### src/rtl/uart_pkg.sv
// Shared UART receive-path types and helpers.
// Entry layout is {stop_err, par_err, data}.
package uart_pkg;

  localparam int UART_DATA_W = 8;
  localparam int ERR_CNT_W   = 8;

  typedef struct packed {
    logic                   stop_err;
    logic                   par_err;
    logic [UART_DATA_W-1:0] data;
  } uart_rx_entry_t;

  localparam int ENTRY_W = $bits(uart_rx_entry_t);

  function automatic logic [ERR_CNT_W-1:0] sat_inc(
    input logic [ERR_CNT_W-1:0] v
  );
    logic [ERR_CNT_W-1:0] r;
    r = (&v) ? v : v + 1'b1;
    return r;
  endfunction

endpackage

### src/rtl/uart_sync_fifo.sv
// Generic first-word-fall-through synchronous FIFO.
// Head entry is read combinationally from the array.
module uart_sync_fifo #(
  parameter  int WIDTH  = 10,
  parameter  int DEPTH  = 16,
  localparam int ADDR_W = $clog2(DEPTH),
  localparam int CNT_W  = ADDR_W + 1
) (
  input  logic             clk,
  input  logic             rst_n,
  input  logic             flush,
  input  logic             push,
  input  logic             pop,
  input  logic [WIDTH-1:0] wr_data,
  output logic [WIDTH-1:0] rd_data,
  output logic [CNT_W-1:0] count,
  output logic             full,
  output logic             empty
);

  logic [WIDTH-1:0]  mem [DEPTH];
  logic [ADDR_W-1:0] wr_ptr;
  logic [ADDR_W-1:0] rd_ptr;
  logic [CNT_W-1:0]  cnt;
  logic              do_push;
  logic              do_pop;

  assign full  = (cnt == CNT_W'(DEPTH));
  assign empty = (cnt == '0);

  // A full FIFO still accepts a write when the head leaves that cycle.
  assign do_pop  = pop & ~empty & ~flush;
  assign do_push = push & (~full | do_pop) & ~flush;

  always_ff @(posedge clk or negedge rst_n) begin
    if (!rst_n) begin
      wr_ptr <= '0;
      rd_ptr <= '0;
      cnt    <= '0;
    end else if (flush) begin
      wr_ptr <= '0;
      rd_ptr <= '0;
      cnt    <= '0;
    end else begin
      if (do_push) wr_ptr <= wr_ptr + 1'b1;
      if (do_pop)  rd_ptr <= rd_ptr + 1'b1;
      unique case ({do_push, do_pop})
        2'b10:   cnt <= cnt + 1'b1;
        2'b01:   cnt <= cnt - 1'b1;
        default: cnt <= cnt;
      endcase
    end
  end

  always_ff @(posedge clk) begin
    if (do_push) mem[wr_ptr] <= wr_data;
  end

  assign rd_data = mem[rd_ptr];
  assign count   = cnt;

endmodule

### src/rtl/uart_rx_fifo.sv
// UART receive buffer: one entry per VALID_RX rising edge,
// with error tagging, sticky overflow and saturating error count.
module uart_rx_fifo
  import uart_pkg::*;
#(
  parameter  int DATA_W       = 8,
  parameter  int DEPTH        = 16,
  parameter  bit DROP_ERRORED = 1'b0,
  localparam int ADDR_W       = $clog2(DEPTH)
) (
  input  logic                 CLK,
  input  logic                 RST,
  input  logic [DATA_W-1:0]    RXDATA,
  input  logic                 VALID_RX,
  input  logic                 PARITY_ERROR,
  input  logic                 STOP_ERROR,
  input  logic                 flush,
  input  logic                 clr_overflow,
  input  logic                 rd_ready,
  output logic                 rd_valid,
  output logic [DATA_W-1:0]    rd_data,
  output logic                 rd_par_err,
  output logic                 rd_stop_err,
  output logic [ADDR_W:0]      count,
  output logic                 full,
  output logic                 empty,
  output logic                 overflow,
  output logic [ERR_CNT_W-1:0] err_cnt
);

  localparam int EW = DATA_W + 2;

  logic          valid_q;
  logic          push_req;
  logic          err;
  logic          push;
  logic          pop;
  logic          ovf_set;
  logic [EW-1:0] wr_entry;
  logic [EW-1:0] rd_entry;

  assign push_req = VALID_RX & ~valid_q;
  assign err      = PARITY_ERROR | STOP_ERROR;
  assign push     = push_req & ~(DROP_ERRORED & err) & ~flush;
  assign pop      = rd_valid & rd_ready & ~flush;
  assign ovf_set  = push & full & ~pop;
  assign wr_entry = {STOP_ERROR, PARITY_ERROR, RXDATA};

  always_ff @(posedge CLK or negedge RST) begin
    if (!RST) begin
      valid_q  <= 1'b0;
      overflow <= 1'b0;
      err_cnt  <= '0;
    end else begin
      valid_q <= VALID_RX;
      if (ovf_set)           overflow <= 1'b1;
      else if (clr_overflow) overflow <= 1'b0;
      // Errored frames are counted even when flushed or dropped.
      if (push_req & err)    err_cnt  <= sat_inc(err_cnt);
    end
  end

  uart_sync_fifo #(
    .WIDTH (EW),
    .DEPTH (DEPTH)
  ) u_fifo (
    .clk     (CLK),
    .rst_n   (RST),
    .flush   (flush),
    .push    (push),
    .pop     (pop),
    .wr_data (wr_entry),
    .rd_data (rd_entry),
    .count   (count),
    .full    (full),
    .empty   (empty)
  );

  assign rd_valid    = ~empty;
  assign rd_data     = rd_entry[DATA_W-1:0];
  assign rd_par_err  = rd_entry[DATA_W];
  assign rd_stop_err = rd_entry[DATA_W+1];

endmodule

### config.mk
export PLATFORM = sky130hd
export DESIGN_NAME = uart_rx_fifo
export DESIGN_NICKNAME = d
export VERILOG_FILES = /design/src/rtl/uart_pkg.sv /design/src/rtl/uart_sync_fifo.sv /design/src/rtl/uart_rx_fifo.sv
export SDC_FILE = /design/constraint.sdc
export NUM_CORES = 1
export LEC_CHECK = 0
export ABC_AREA = 1
export ABC_CLOCK_PERIOD_IN_PS = 1700
export CAP_MARGIN = 25
export CORE_UTILIZATION = 50
export CTS_CLUSTER_DIAMETER = 120
export DETAILED_ROUTE_END_ITERATION = 10
export PLACE_DENSITY = 0.68
export SYNTH_ARGS = -nofsm -noshare
export SYNTH_HDL_FRONTEND = slang
export SYNTH_SLANG_ARGS = --single-unit
### constraint.sdc
create_clock -name CLK -period 1.7 [get_ports CLK]
set_input_delay 0.255 -clock CLK [delete_from_list [all_inputs] [get_ports CLK]]
set_output_delay 0.255 -clock CLK [all_outputs]
set_load 0.05 [all_outputs]
# ---- Yosys cells after proc, flatten, opt, wreduce, memory -nomap -nowiden
# Memory sizes are Yosys's and may differ from the RTL's.
# Cells that the tools add are included.
# Widths: inputs -> output; s select.
dict set report totals {
  inputBits 16
  register_bits 23
  word_cells 51
  ram_bits 160
  out_inout_bits 27
  latch_bits 0
  romBits 0
  memories 1
}
dict set report op_classes {
  muxes 10
  add_sub_neg 5
  eq_ne 3
  n_bitwise 19
  order_cmp 0
  shift 0
  reduce_logical 7
  div 0
  n_mul 0
}
# name words width read_ports rd_clocked_by_memory_dff write_ports line
set mem_list {}
lappend mem_list {u_fifo.mem 16 10 1 0 1 uart_sync_fifo.sv:21} ;# logic [WIDTH-1:0] mem [DEPTH];
# op n
set op_table {}
lappend op_table {{$mux 4} 4}
lappend op_table {{$and 1x1->1} 11}
lappend op_table {{$pmux 5 s2} 1}
lappend op_table {{$add 4x1->4 const B} 2}
lappend op_table {{$add 8x1->8 const B} 1}
lappend op_table {{$reduce_and 8->1} 1}
lappend op_table {{$not 1->1} 6}
lappend op_table {{$reduce_bool 2->1} 3}
lappend op_table {{$add 5x1->5 const B} 1}
lappend op_table {{$eq 5x5->1 const B} 1}
lappend op_table {{$logic_not 5->1} 1}
lappend op_table {{$mux 5} 1}
lappend op_table {{$sub 5x1->5 const B} 1}
lappend op_table {{$mux 1} 4}
lappend op_table {{$reduce_bool 3->1} 1}
lappend op_table {{$eq 2x1->1 const B} 1}
lappend op_table {{$eq 2x2->1 const B} 1}
lappend op_table {{$or 1x1->1} 2}
lappend op_table {{$reduce_and 2->1} 1}

# ---- Depth between registers and ports, before layout
# Gate-level depths: netlist of the first run.
dict set report depth {
  ltp_word 12
  ltp_mapped 14
  depth_no_buf 14
}

# ---- Cells and area by module
# Synthesis of the first run repeated with hierarchy kept, for this count alone.
dict set report unflattened {
  hier_cells 687
  hier_area_um2 7805.0
}
# mod area_each_um2 n_inst seq_area_each_um2 cells_each
set by_module_without_submodules {}
lappend by_module_without_submodules {uart_sync_fifo 7233.2 1 5129.9 612}
lappend by_module_without_submodules {uart_rx_fifo 571.8 1 250.2 75}

# ---- Worst setup path before layout of the first run
# Ideal clock, no wire load.
dict set report synth_timing {
  kind {register to register}
  from {register u_fifo.cnt[1] (netlist: u_fifo.count[1])}
  to {memory u_fifo.mem[15][0] (enable)}
  setup_ps 376
  arrival_time_ps 2042
  stages_incl_launch_ff 9
  period_less_slack_ps 2418
  required_time_ps 1324
  slack_ps -718
  path_buffers 0
  path_cell_list {dfrtp_1 nor2_1 nand3_2 nand3_2 nand2_1 nand2_2 inv_2 nand2_1 nor2_1}
}
dict set report synth_via {
  elab_chain_cells 11
  elab_cells_between_ends 13
  cone_classes {eq/ne (1); mux (2); bitwise (9); reduce/logical (1)}
}
# item line
set synth_rtl {}
lappend synth_rtl {{start, declared} uart_sync_fifo.sv:24} ;# logic [CNT_W-1:0] cnt;
lappend synth_rtl {{start signal, assigned} uart_sync_fifo.sv:48} ;# 2'b10: cnt <= cnt + 1'b1;
lappend synth_rtl {{start signal, assigned} uart_sync_fifo.sv:49} ;# 2'b01: cnt <= cnt - 1'b1;
lappend synth_rtl {{start signal, assigned} uart_sync_fifo.sv:50} ;# default: cnt <= cnt;
lappend synth_rtl {{$logic_not 5->1 *} uart_sync_fifo.sv:29} ;# assign empty = (cnt == '0);
lappend synth_rtl {{$not 1->1 *} uart_rx_fifo.sv:79} ;# assign rd_valid = ~empty;
lappend synth_rtl {{net rd_valid} uart_rx_fifo.sv:20} ;# output logic rd_valid,
lappend synth_rtl {{$and 1x1->1 (2 in series)} uart_rx_fifo.sv:45} ;# assign pop = rd_valid & rd_ready & ~flush;
lappend synth_rtl {{$and 1x1->1 * (2 in series)} uart_sync_fifo.sv:32} ;# assign do_pop = pop & ~empty & ~flush;
lappend synth_rtl {{$or 1x1->1 *} uart_sync_fifo.sv:33} ;# assign do_push = push & (~full | do_pop) & ~flush;
lappend synth_rtl {{$and 1x1->1 * (2 in series)} uart_sync_fifo.sv:33}
lappend synth_rtl {{$mux 1 *} uart_sync_fifo.sv:56} ;# if (do_push) mem[wr_ptr] <= wr_data;
lappend synth_rtl {{$mux 1 (implied by the code) *} uart_sync_fifo.sv:56}
lappend synth_rtl {{end, declared} uart_sync_fifo.sv:21}
# The timed path passes the listed nets; every way through them passes the cells marked *.

# ---- Final worst setup path of the first run
dict set report layout_timing {
  from {register u_fifo.rd_ptr[0]}
  to {output rd_data[5]}
}
dict set report layout_via {
  elab_chain_cells 1
}
# item line
set layout_rtl {}
lappend layout_rtl {{start, declared} uart_sync_fifo.sv:23} ;# logic [ADDR_W-1:0] rd_ptr;
lappend layout_rtl {{start signal, assigned} uart_sync_fifo.sv:46} ;# if (do_pop) rd_ptr <= rd_ptr + 1'b1;
lappend layout_rtl {{$mem_v2 16x10} -}
lappend layout_rtl {{end, declared} uart_rx_fifo.sv:21} ;# output logic [DATA_W-1:0] rd_data,
# Every way passes these cells.

==> results of run 1 <==
## metal layers
| layer | track usage | wire, um |
|---|---|---|
| met1 | 0.346 | 8300 |
| met2 | 0.448 | 10300 |
| met3 | 0.0603 | 1330 |
| met4 | 0.118 | 635 |
| met5 | 0 | 0 |
## placed cells by master, fill, tap and decap left out, drive strengths merged, types with 2 or more instances in the layout
cell / netlist / routed
nand3b: 2 / 2
xnor2: 2 / 2
nand3: 42 / 42
nor2: 83 / 83
clkbuf: 7 / 23
a21oi: 26 / 26
inv: 42 / 42
o211ai: 15 / 15
nand2: 123 / 123
dfrtp: 23 / 23
o22ai: 6 / 6
nand4: 16 / 16
buf: 20 / 146
xor2: 6 / 6
clkdlybuf4s50: 0 / 15
bufinv: 0 / 6
clkinv: 0 / 4
o21ai: 68 / 68
clkinvlp: 0 / 4
edfxtp: 160 / 160
ha: 9 / 9
## how the worst min path moves through the flow
stage	depth (start not counted)	from	endpoint
floorplan	0	RST	err_cnt[0]$_DFFE_PN0P_
global placement	2	err_cnt[5]$_DFFE_PN0P_	err_cnt[5]$_DFFE_PN0P_
detailed placement	2	err_cnt[7]$_DFFE_PN0P_	err_cnt[7]$_DFFE_PN0P_
CTS	2	RST	u_fifo.count[2]$_DFFE_PN0P_
global route	2	RST	u_fifo.count[2]$_DFFE_PN0P_
finish	2	RST	u_fifo.count[2]$_DFFE_PN0P_
## cell usage after synthesis
| cell | n | share of area |
|---|---|---|
| a21oi_1 | 26 | 0.017 |
| nor2_4 | 1 | 0.0015 |
| nor3_1 | 1 | 0.00065 |
| nand2_2 | 6 | 0.0049 |
| fa_1 | 1 | 0.0026 |
| inv_1 | 35 | 0.017 |
| dfrtp_1 | 23 | 0.075 |
| xor2_1 | 6 | 0.0069 |
| o21ai_1 | 12 | 0.0078 |
| ha_1 | 9 | 0.015 |
| inv_4 | 1 | 0.00082 |
| o211ai_1 | 15 | 0.015 |
| buf_2 | 13 | 0.0085 |
| nand3_2 | 2 | 0.0026 |
| edfxtp_1 | 160 | 0.63 |
| o22ai_1 | 6 | 0.0049 |
| nand4_1 | 16 | 0.013 |
| clkbuf_1 | 7 | 0.0034 |
| buf_4 | 3 | 0.0029 |
| nand2_1 | 116 | 0.057 |
| xnor2_1 | 2 | 0.0023 |
| inv_2 | 6 | 0.0029 |
| buf_6 | 3 | 0.0044 |
| nand3b_1 | 2 | 0.0020 |
| o21ai_0 | 56 | 0.037 |
| nand2_4 | 1 | 0.0015 |
| nor2_2 | 1 | 0.00082 |
| buf_1 | 1 | 0.00049 |
| nor2_1 | 81 | 0.040 |
| nand3_1 | 40 | 0.026 |
## cell type report
| type | instances | area [um^2] | share of cell area |
|---|---|---|---|
| flip-flops and latches | 183 | 5390 | 0.499 |
| multi-input cells | 400 | 2400 | 0.223 |
| repair inverters | 1 | 11.3 | 0.00104 |
| clock buffers | 19 | 443 | 0.0410 |
| well taps | 184 | 230 | 0.0213 |
| repair buffers | 166 | 1910 | 0.177 |
| clock inverters | 13 | 226 | 0.0210 |
| inverters | 42 | 184 | 0.0170 |
## worst max-delay path, cell delays in order (launching register included)
cell and delay, ps:
dfrtp_4 570, clkinv_8 100, buf_12 110, nor2_1 40
nor2_1 90, o21ai_1 90, o211ai_1 220, nand4_1 270
nand2_2 150, buf_12 140
## kinds of logic (layout without fill, tap and decap cells)
group           count (synthesis)  in the layout  synth area share
simple gates                  267            267             0.150
flops                         183            183             0.702
buf+inv                        69            241            0.0407
xor+xnor                        8              8           0.00915
fa+ha+maj                      10             10            0.0173
compound gates                115            115            0.0810
## power by group
part	internal (uW)	leakage, uW	switching [uW]
Clock	2790	0.000319	1670
Sequential	5050	0.00173	191
Combinational	2710	0.00201	3590
Total	10600	0.00406	5450
## registers in the layout (all words and copies together) (netlist names)
signal	cells
u_fifo.mem	160
err_cnt	8
u_fifo.count	5
u_fifo.rd_ptr	4
u_fifo.wr_ptr	4
overflow	1
valid_q	1
## per-stage QoR
step | total power, uW | utilization | cells | setup slack, ps | area, um^2
2_1_floorplan | 8150 | - | 652 | -361 | 7920
3_3_place_gp | 10300 | 0.635 | 941 | -369 | 9370
4_1_cts | 15600 | 0.718 | 996 | -662 | 10600
5_1_grt | 16600 | 0.732 | 1008 | -872 | 10800
6_report | 16000 | 0.732 | 1008 | -783 | 10800
3_5_place_dp | 10400 | 0.635 | 941 | -444 | 9370
## repair_timing
item | 4_1_cts | 5_1_grt
cloned | 7 | 1
pin swaps | 49 | 40
setup buffers | 17 | 16
gates resized for setup | 87 | 36
endpoints found under the setup margin | 50 | 165
==> reports/metrics.yaml, run 1 <==
sta:
  drv_slew: 0
  setup_viol_count_final: 176
  slew_headroom: 0.700
  setup_tns_ps: -20750
  worst_slew_pin_slew_ps: 448
  max_freq_mhz: 403
  finalHoldViolations: 0
  hold_ws_ps: 169
  min_period_ps: 2480
  finalCritPeriodShare: 1.46
  clock-skew-final_ps: 8.04
  rsz0062_at_grt: "yes"
  setup_slack_ps: -783
synth:
  yosysSeqAreaShare: 0.702
  synth.distinct_cells: 30
  synth_seq_cells: 183
  synth_area_um2: 7660
  synthCells: 652
  synth_warnings: 0
  syn-num-nets: 678
  synth_area_per_cell_um2: 11.8
clocking:
  root_buffer: "clkbuf_16"
  hold_buffers: 0
  cts_tree: "yes"
  clk_pin_slew_ps: 70
  numCtsBuffers: 17
  cts_max_path_buffers: 2
  clk_latency_ps: 440
  numClockSinks: 183
  htree_levels: 4
die:
  die-area_um2: 15800
  die_w_um: 126
  rows: 44
  dieHeight_um: 126
  top_level_ports: 43
  core_area_um2: 14800
  start_util: 0.519
grt:
  grt_pass1_vias: 5734
  antenna_found_initial: 0
  grt_pass1_wl_um: 31400
  grt.overflow.total: 0
  grt_usage: 0.271
  grt_max_degree: 26
power:
  p_leak_uw: 0.00406
  irDropWorstVdd_mv: 1.75
  p_per_area_nw_per_um2: 1480
final_layout:
  n_antenna_cell: 0
  syn_to_final_growth_pct: 41.0
  layout-drive-gt1-share: 0.335
  fill_cells: 922
  finalNetCount: 837
place:
  detailed_place_hpwl_um: 12100
  gp_congestion: 0.861
  io_buffers: 42
critical_path:
  worst_setup_path_end_kind: "output pin"
  cp-start-kind: "register"
  reg2reg_to: "u_fifo.mem[5][6]$_DFFE_PP_"
  path_class: "register to output pin"
  cp_max_fo: 6
  rrSetupSlack_ps: -230
  rr_startpoint: "u_fifo.count[3]$_DFFE_PN0P_"
  crit_path_end: "rd_data[5]"
  critPathArrivalTime_ps: 2230
  crit_required_ps: 1440
  cp-startpoint: "u_fifo.rd_ptr[0]$_DFFE_PN0P_"
  reg2reg_depth: 12
route:
  dr.pass1.iters: 5
  ant_nets: 0
  drc: 0
  wirelength_um: 20600
  viasPerCell: 5.70
  num_vias: 5743
  drt-initial-drc-count: 547
  drt-wirelength-per-cell_um: 20.4
outcome:
  outcome: "complete, but fails checks"
  violations: "negative setup slack"
hold_path:
  min-delay-path-class: "primary input to asynchronous set/reset pin"
run:
  drv_cap: 0
Power figures use the tool's default switching activity.
==> run 2, diff against run 1 <==
TNS_END_PERCENT = 1   (was default)
==> run 2 against run 1 <==
Net effect:
- the run still ends with negative setup slack left
- via count is 4.9% lower
- worst setup slack better by 63 ps
- sequential cell count unchanged
- clock power decreased by 11%
- utilization fell by 4.9 points
- largest cell class unchanged
==> reports/metrics.yaml, run 2 (same netlist as run 1, synthesis figures left out) <==
clocking:
  clk_latency_ps: 430  # was 440 ps
  clk_pin_slew_ps: 60  # was 70 ps
  hold_buffers: 0  # unchanged
  numClockSinks: 183  # unchanged
  htree_levels: 4  # unchanged
  numCtsBuffers: 17  # unchanged
  cts_max_path_buffers: 2  # unchanged
  cts_tree: "yes"  # unchanged
  root_buffer: "clkbuf_16"  # unchanged
critical_path:
  reg2reg_depth: 14  # was 12
  crit_required_ps: 1440  # about the same
  rr_startpoint: "u_fifo.count[0]$_DFFE_PN0P_"  # was u_fifo.count[3]$_DFFE_PN0P_
  critPathArrivalTime_ps: 2170  # was 2230 ps
  rrSetupSlack_ps: -140  # was -230 ps
  reg2reg_to: "u_fifo.count[4]$_DFFE_PN0P_"  # was u_fifo.mem[5][6]$_DFFE_PP_
  cp_max_fo: 13  # was 6
  worst_setup_path_end_kind: "output pin"  # unchanged
  cp-start-kind: "register"  # unchanged
  path_class: "register to output pin"  # unchanged
power:
  p_per_area_nw_per_um2: 1460  # was 1480 nW/um^2
  irDropWorstVdd_mv: 0.928  # was 1.75 mV
  clkPwrFrac: 0.271  # was 0.279
  p_comb_frac: 0.375  # was 0.393
  p_int_uw: 9730  # was 10600 uW
  p_leak_uw: 0.00380  # was 0.00406 uW
  switching_share: 0.339  # was 0.341
  p_switching_uw: 4990  # was 5450 uW
  p_seq_frac: 0.354  # was 0.328
die:
  top_level_ports: 43  # unchanged
  core_area_um2: 14800  # unchanged
  rows: 44  # unchanged
  dieHeight_um: 126  # unchanged
  die-area_um2: 15800  # unchanged
  die_w_um: 126  # unchanged
  start_util: 0.519  # unchanged
run:
  drv_cap: 0  # unchanged
place:
  gp_congestion: 0.880  # was 0.861
  io_buffers: 42  # unchanged
  detailed_place_hpwl_um: 12500  # was 12100 um
  pre_cts_slack_ps: -480  # was -444 ps
final_layout:
  layout_commonest_cell: "edfxtp_1"  # unchanged
  mostFrequentLayoutCells: "edfxtp_1, nand2_1, buf_4, nor2_1, o21ai_0"  # was edfxtp_1, nand2_1, buf_4, nor2_1, nand3_1
  syn_to_final_growth_pct: 31.6  # was 41.0%
  fill_cells: 1043  # was 922
  layout-drive-gt1-share: 0.274  # was 0.335
  largest_reg_flops: 160  # unchanged
  finalNetCount: 806  # was 837
  n_antenna_cell: 0  # unchanged
  max_flop_register: "u_fifo.mem"  # unchanged
sta:
  setup_viol_count_final: 31  # was 176
  finalCritPeriodShare: 1.42  # was 1.46
  setup_slack_ps: -720  # was -783 ps
  setup_tns_ps: -6560  # was -20750 ps
  clock-skew-final_ps: 5.12  # was 8.04 ps
  drv_slew: 0  # unchanged
  worst_slew_pin_slew_ps: 418  # was 448 ps
  max_freq_mhz: 413  # was 403 MHz
  slew_headroom: 0.721  # was 0.700
  min_period_ps: 2420  # was 2480 ps
  finalHoldViolations: 0  # unchanged
  rsz0062_at_grt: "yes"  # unchanged
route:
  ant_nets: 0  # unchanged
  drt-initial-drc-count: 551  # was 547
  drt-wirelength-per-cell_um: 19.0  # was 20.4 um
  wirelength_um: 18500  # was 20600 um
  num_vias: 5461  # was 5743
  drc: 0  # unchanged
  dr.pass1.iters: 5  # unchanged
  viasPerCell: 5.60  # was 5.70
grt:
  grt_pass1_vias: 5257  # was 5734
  grt.overflow.total: 0  # unchanged
  grt_pass1_wl_um: 28500  # was 31400 um
  grtUsageMet2: 0.407  # was 0.448
  grtUsageMet3: 0.0552  # was 0.0603
  antenna_found_initial: 0  # unchanged
  grt_use_met1: 0.311  # was 0.346
  grt_usage: 0.246  # was 0.271
  top_usage_layer: "met2"  # unchanged
  grt_max_degree: 27  # was 26
hold_path:
  min-delay-path-class: "primary input to asynchronous set/reset pin"  # unchanged
outcome:
  violations: "negative setup slack"  # unchanged
  outcome: "complete, but fails checks"  # unchanged
run 2: power groups by stage:
stage	combinational [uW]	sequential [uW]	clock, uW
after floorplan	2490	5650	0
after global placement	5090	5280	0
after detailed placement	5170	5290	0
after CTS	5360	5200	4030
after global routing	5840	5230	4200
final	5520	5210	3990
run 2: timing repair:
action / CTS / global route
setup endpoints to repair: 65 / 177
resized for setup: 29 / 12
cloned: 0 / 1
setup buffers: 1 / 2
pin swaps: 14 / 9
run 2: layout make-up:
cell class	count	area, um^2	share of cell area
repair buffers	136	1440	0.143
well taps	184	230	0.0228
inverters	42	174	0.0172
clock buffers	22	444	0.0441
flip-flops and latches	183	5390	0.534
multi-input cells	400	2250	0.223
clock inverters	9	151	0.0150
run 2: how the worst max path moves through the flow:
stage,start,slack [ps],cells past startpoint,to
finish,u_fifo.rd_ptr[0]$_DFFE_PN0P_,-720,8,rd_data[5]
global route,u_fifo.rd_ptr[0]$_DFFE_PN0P_,-810,8,rd_data[5]
CTS,u_fifo.rd_ptr[0]$_DFFE_PN0P_,-650,8,rd_data[7]
floorplan,u_fifo.count[2]$_DFFE_PN0P_,-360,14,u_fifo.count[4]$_DFFE_PN0P_
detailed placement,VALID_RX,-480,14,u_fifo.count[4]$_DFFE_PN0P_
global placement,VALID_RX,-370,14,u_fifo.count[4]$_DFFE_PN0P_
run 2: layer usage:
metal | routed length (um) | part of all wire
met1 | 7730 | 0.42
met2 | 9040 | 0.49
met3 | 1050 | 0.057
met4 | 700 | 0.038
met5 | 0 | 0
run 2: metrics by stage:
step,utilization,hold WS [ps],instance area [um^2],power [uW],cells
floorplan,-,-40.6,7900,8140,652
global placement,0.633,496,9330,10400,941
detailed placement,0.633,501,9330,10500,941
CTS,0.679,180,10000,14600,973
global route,0.683,202,10100,15300,976
finish,0.683,177,10100,14700,976
run 2: critical path, cell delays in order (launching register included):
cell       delay [ps]
dfrtp_2           480
buf_4             180
clkbuf_16         160
o21ai_0           250
o211ai_1          170
buf_4             180
nand4_1            80
nand2_2            80
buf_12            150
==> run 3, diff against run 2 <==
ABC_AREA = 0   (was 1)
CORE_MARGIN = 5   (was default)
==> run 3 against run 2 <==
Net effect:
- clock-buffer cell count decreased by 2
- the flow still finishes with violations (negative setup slack)
- critical path depth fell by 2
- sequential share of layout area increased by 0.47 points
- area after synthesis is 1.4% lower
- critical path type unchanged
- worst setup slack worse by 27 ps
- cell count shrank 21%
- register-to-register slack lost 360 ps
- clock power hardly changed
- global-route usage is 4.0 points lower
- combinational power down 8.2%
==> reports/metrics.yaml, run 3 <==
place:
  placed_cells: 735  # was 941
  io_buffers: 42  # unchanged
  gp_congestion: 0.841  # was 0.880
  detailed_place_hpwl_um: 11500  # was 12500 um
synth:
  synth_common_cells: "edfxtp_1, mux2i_1, dfrtp_1"  # was edfxtp_1, nand2_1, nor2_1
  synthArstFlopShare: 0.126  # unchanged
  synth_top_area_share: 0.636  # was 0.627
  synth_simple_gate_area_share: 0.0514  # was 0.150
  synth_seq_cells: 183  # unchanged
  synthCells: 441  # was 652
  synth_top_area_cell: "edfxtp_1"  # unchanged
  synthAdderAreaFrac: 0.0176  # was 0.0173
  synth_area_um2: 7550  # was 7660 um^2
  synth_area_per_cell_um2: 17.1  # was 11.8 um^2
  synth_top_family_by_area: "multiplexers"  # was simple AND/OR/NAND/NOR gates
  yosysSeqAreaShare: 0.712  # was 0.702
  syn-num-nets: 467  # was 678
  synth_flop_cell: "edfxtp_1"  # unchanged
  synth.distinct_cells: 41  # was 30
  yosys.area_share.xor_xnor: 0.0151  # was 0.00915
  netlist_top_cells_area: "edfxtp_1, dfrtp_1, mux4_2"  # was edfxtp_1, dfrtp_1, nand2_1
  synth_most_common_cell: "edfxtp_1"  # unchanged
  synth_warnings: 0  # unchanged
  synth-edff-count: 160  # unchanged
  synth_compound_area_frac: 0.0626  # was 0.0810
  synthMuxAreaShare: 0.123  # was 0
final_layout:
  syn_to_final_growth_pct: 32.4  # was 31.6%
  n_antenna_cell: 0  # unchanged
  mostFrequentLayoutCells: "edfxtp_1, buf_4, mux2i_1, mux4_2, buf_12"  # was edfxtp_1, nand2_1, buf_4, nor2_1, o21ai_0
  final_util: 0.665  # was 0.683
  layout-drive-gt1-share: 0.392  # was 0.274
  max_flop_register: "u_fifo.mem"  # unchanged
  fin_cells: 774  # was 976
  layout_commonest_cell: "edfxtp_1"  # unchanged
  largest_reg_flops: 160  # unchanged
  finalNetCount: 599  # was 806
sta:
  worst_slew_pin_slew_ps: 665  # was 418 ps
  max_freq_mhz: 409  # was 413 MHz
  setup_slack_ps: -747  # was -720 ps
  setup_viol_count_final: 184  # was 31
  slew_headroom: 0.555  # was 0.721
  rsz0062_at_grt: "yes"  # unchanged
  clock-skew-final_ps: 9.43  # was 5.12 ps
  min_period_ps: 2450  # was 2420 ps
  finalHoldViolations: 0  # unchanged
  drv_slew: 0  # unchanged
  finalCritPeriodShare: 1.44  # was 1.42
clocking:
  clk_latency_ps: 430  # about the same
  numCtsBuffers: 17  # unchanged
  cts_tree: "yes"  # unchanged
  clk_pin_slew_ps: 70  # was 60 ps
  numClockSinks: 183  # unchanged
  root_buffer: "clkbuf_16"  # unchanged
  htree_levels: 4  # unchanged
  cts_max_path_buffers: 2  # unchanged
grt:
  grt_max_degree: 24  # was 27
  grt_usage: 0.206  # was 0.246
  grt.overflow.total: 0  # unchanged
  antenna_found_initial: 0  # unchanged
  grt_pass1_wl_um: 27100  # was 28500 um
  grt_pass1_vias: 4666  # was 5257
die:
  start_util: 0.502  # was 0.519
  rows: 45  # was 44
  core_area_um2: 15000  # was 14800 um^2
  top_level_ports: 43  # unchanged
  die_w_um: 133  # was 126 um
  die-area_um2: 17700  # was 15800 um^2
  dieHeight_um: 133  # was 126 um
route:
  viasPerCell: 5.74  # was 5.60
  ant_nets: 0  # unchanged
  wirelength_um: 17400  # was 18500 um
  drc: 0  # unchanged
  dr.pass1.iters: 5  # unchanged
  drt-initial-drc-count: 488  # was 551
  drt-wirelength-per-cell_um: 22.4  # was 19.0 um
  num_vias: 4445  # was 5461
run:
  drv_cap: 0  # unchanged
critical_path:
  crit_required_ps: 1440  # about the same
  cp-start-kind: "register"  # unchanged
  path_class: "register to output pin"  # unchanged
  worst_setup_path_end_kind: "output pin"  # unchanged
  reg2reg_depth: 9  # was 14
  reg2reg_to: "u_fifo.count[4]$_DFFE_PN0P_"  # unchanged
  cp_max_fo: 8  # was 13
  critPathArrivalTime_ps: 2190  # was 2170 ps
  rrSetupSlack_ps: -500  # was -140 ps
  rr_startpoint: "u_fifo.count[2]$_DFFE_PN0P_"  # was u_fifo.count[0]$_DFFE_PN0P_
outcome:
  violations: "negative setup slack"  # unchanged
  outcome: "complete, but fails checks"  # unchanged
power:
  p_comb_frac: 0.354  # was 0.375
  p_int_uw: 9750  # was 9730 uW
  p_seq_frac: 0.365  # was 0.354
  p_per_area_nw_per_um2: 1430  # was 1460 nW/um^2
  p_leak_uw: 0.00360  # was 0.00380 uW
  irDropWorstVdd_mv: 1.05  # was 0.928 mV
  p_switching_uw: 4560  # was 4990 uW
  clkPwrFrac: 0.281  # was 0.271
  switching_share: 0.318  # was 0.339
hold_path:
  min-delay-path-class: "primary input to asynchronous set/reset pin"  # unchanged
## run 3: changes by cell type after synthesis, moves of 14 or more
cell      previous run  this run
a221oi_1             0        20
and2_1               0        17
o21ai_0             56        11
a21oi_1             26         2
mux2i_1              0        42
mux4_2               0        20
nor2_1              81        17
o211ai_1            15         1
nand3_1             40         4
inv_1               35        14
nand2_1            116        14
## run 3: critical path, stage by stage, from the launching register on
cell,delay (ps)
dfrtp_4,440
buf_12,150
buf_12,140
mux4_2,510
a22oi_1,220
nand2_1,130
buf_6,170
## run 3: area by class of cell
class                   count  area (um^2)
clock buffers              20          437
clock inverters            12          166
multi-input cells         224         2300
flip-flops and latches    183         5390
inverters                  14         52.6
repair buffers            133         1420
well taps                 188          235
fillers                  1002         5030
## run 3: timing repair
action                                  CTS  global route
gates cloned                              4             0
setup buffers                             4             0
endpoints found under the setup margin  185           187
pin swaps                                32            12
resized for setup                        69            12
hold buffers                              0             0
## run 3: power groups by stage
stage          logic, uW  registers [uW]  clock network (uW)
6_report            5070            5230                4020
5_1_grt             5340            5250                4270
4_1_cts             5070            5230                4070
3_5_place_dp        4220            5360                   0
3_3_place_gp        4130            5350                   0
2_1_floorplan       2300            5680                   0
## run 3: per-layer routing
metal  track usage  up-vias  part of all wire
li1              -     2017                 -
met4        0.0583        0             0.013
met2         0.348      150              0.52
met5             0        -                 0
met3        0.0414       23             0.049
met1         0.275     2255              0.42
## run 3: cell families (layout without fill, tap and decap cells)
| group | Yosys count | after routing |
|---|---|---|
| fa+ha+maj | 10 | 10 |
| xor+xnor | 13 | 13 |
| buf+inv | 34 | 179 |
| mux | 67 | 67 |
| compound gates | 60 | 60 |
| simple gates | 74 | 74 |
| flops | 183 | 183 |
## run 3: through the flow
stage                     TNS [ps]  hold WS, ps  worst slack (ps)  power [uW]  area [um^2]
after global routing        -69980          218              -844       14900        10000
after global placement      -91870          494              -677        9480         8940
after detailed placement    -94000          499              -734        9570         8940
after CTS                   -56390          187              -786       14400         9970
after floorplan             -57000        -40.6              -644        7970         7590
final                       -55190          192              -747       14300        10000
## run 3: how the worst max path moves through the flow
stage	start	endpoint	slack [ps]	cells after the start
after floorplan	u_fifo.count[2]$_DFFE_PN0P_	u_fifo.count[4]$_DFFE_PN0P_	-640	9
after global routing	u_fifo.rd_ptr[0]$_DFFE_PN0P_	rd_par_err	-840	8
after detailed placement	VALID_RX	u_fifo.count[4]$_DFFE_PN0P_	-730	10
after global placement	VALID_RX	u_fifo.count[4]$_DFFE_PN0P_	-680	10
final	u_fifo.rd_ptr[0]$_DFFE_PN0P_	rd_data[5]	-750	6
after CTS	u_fifo.rd_ptr[0]$_DFFE_PN0P_	rd_data[4]	-790	6
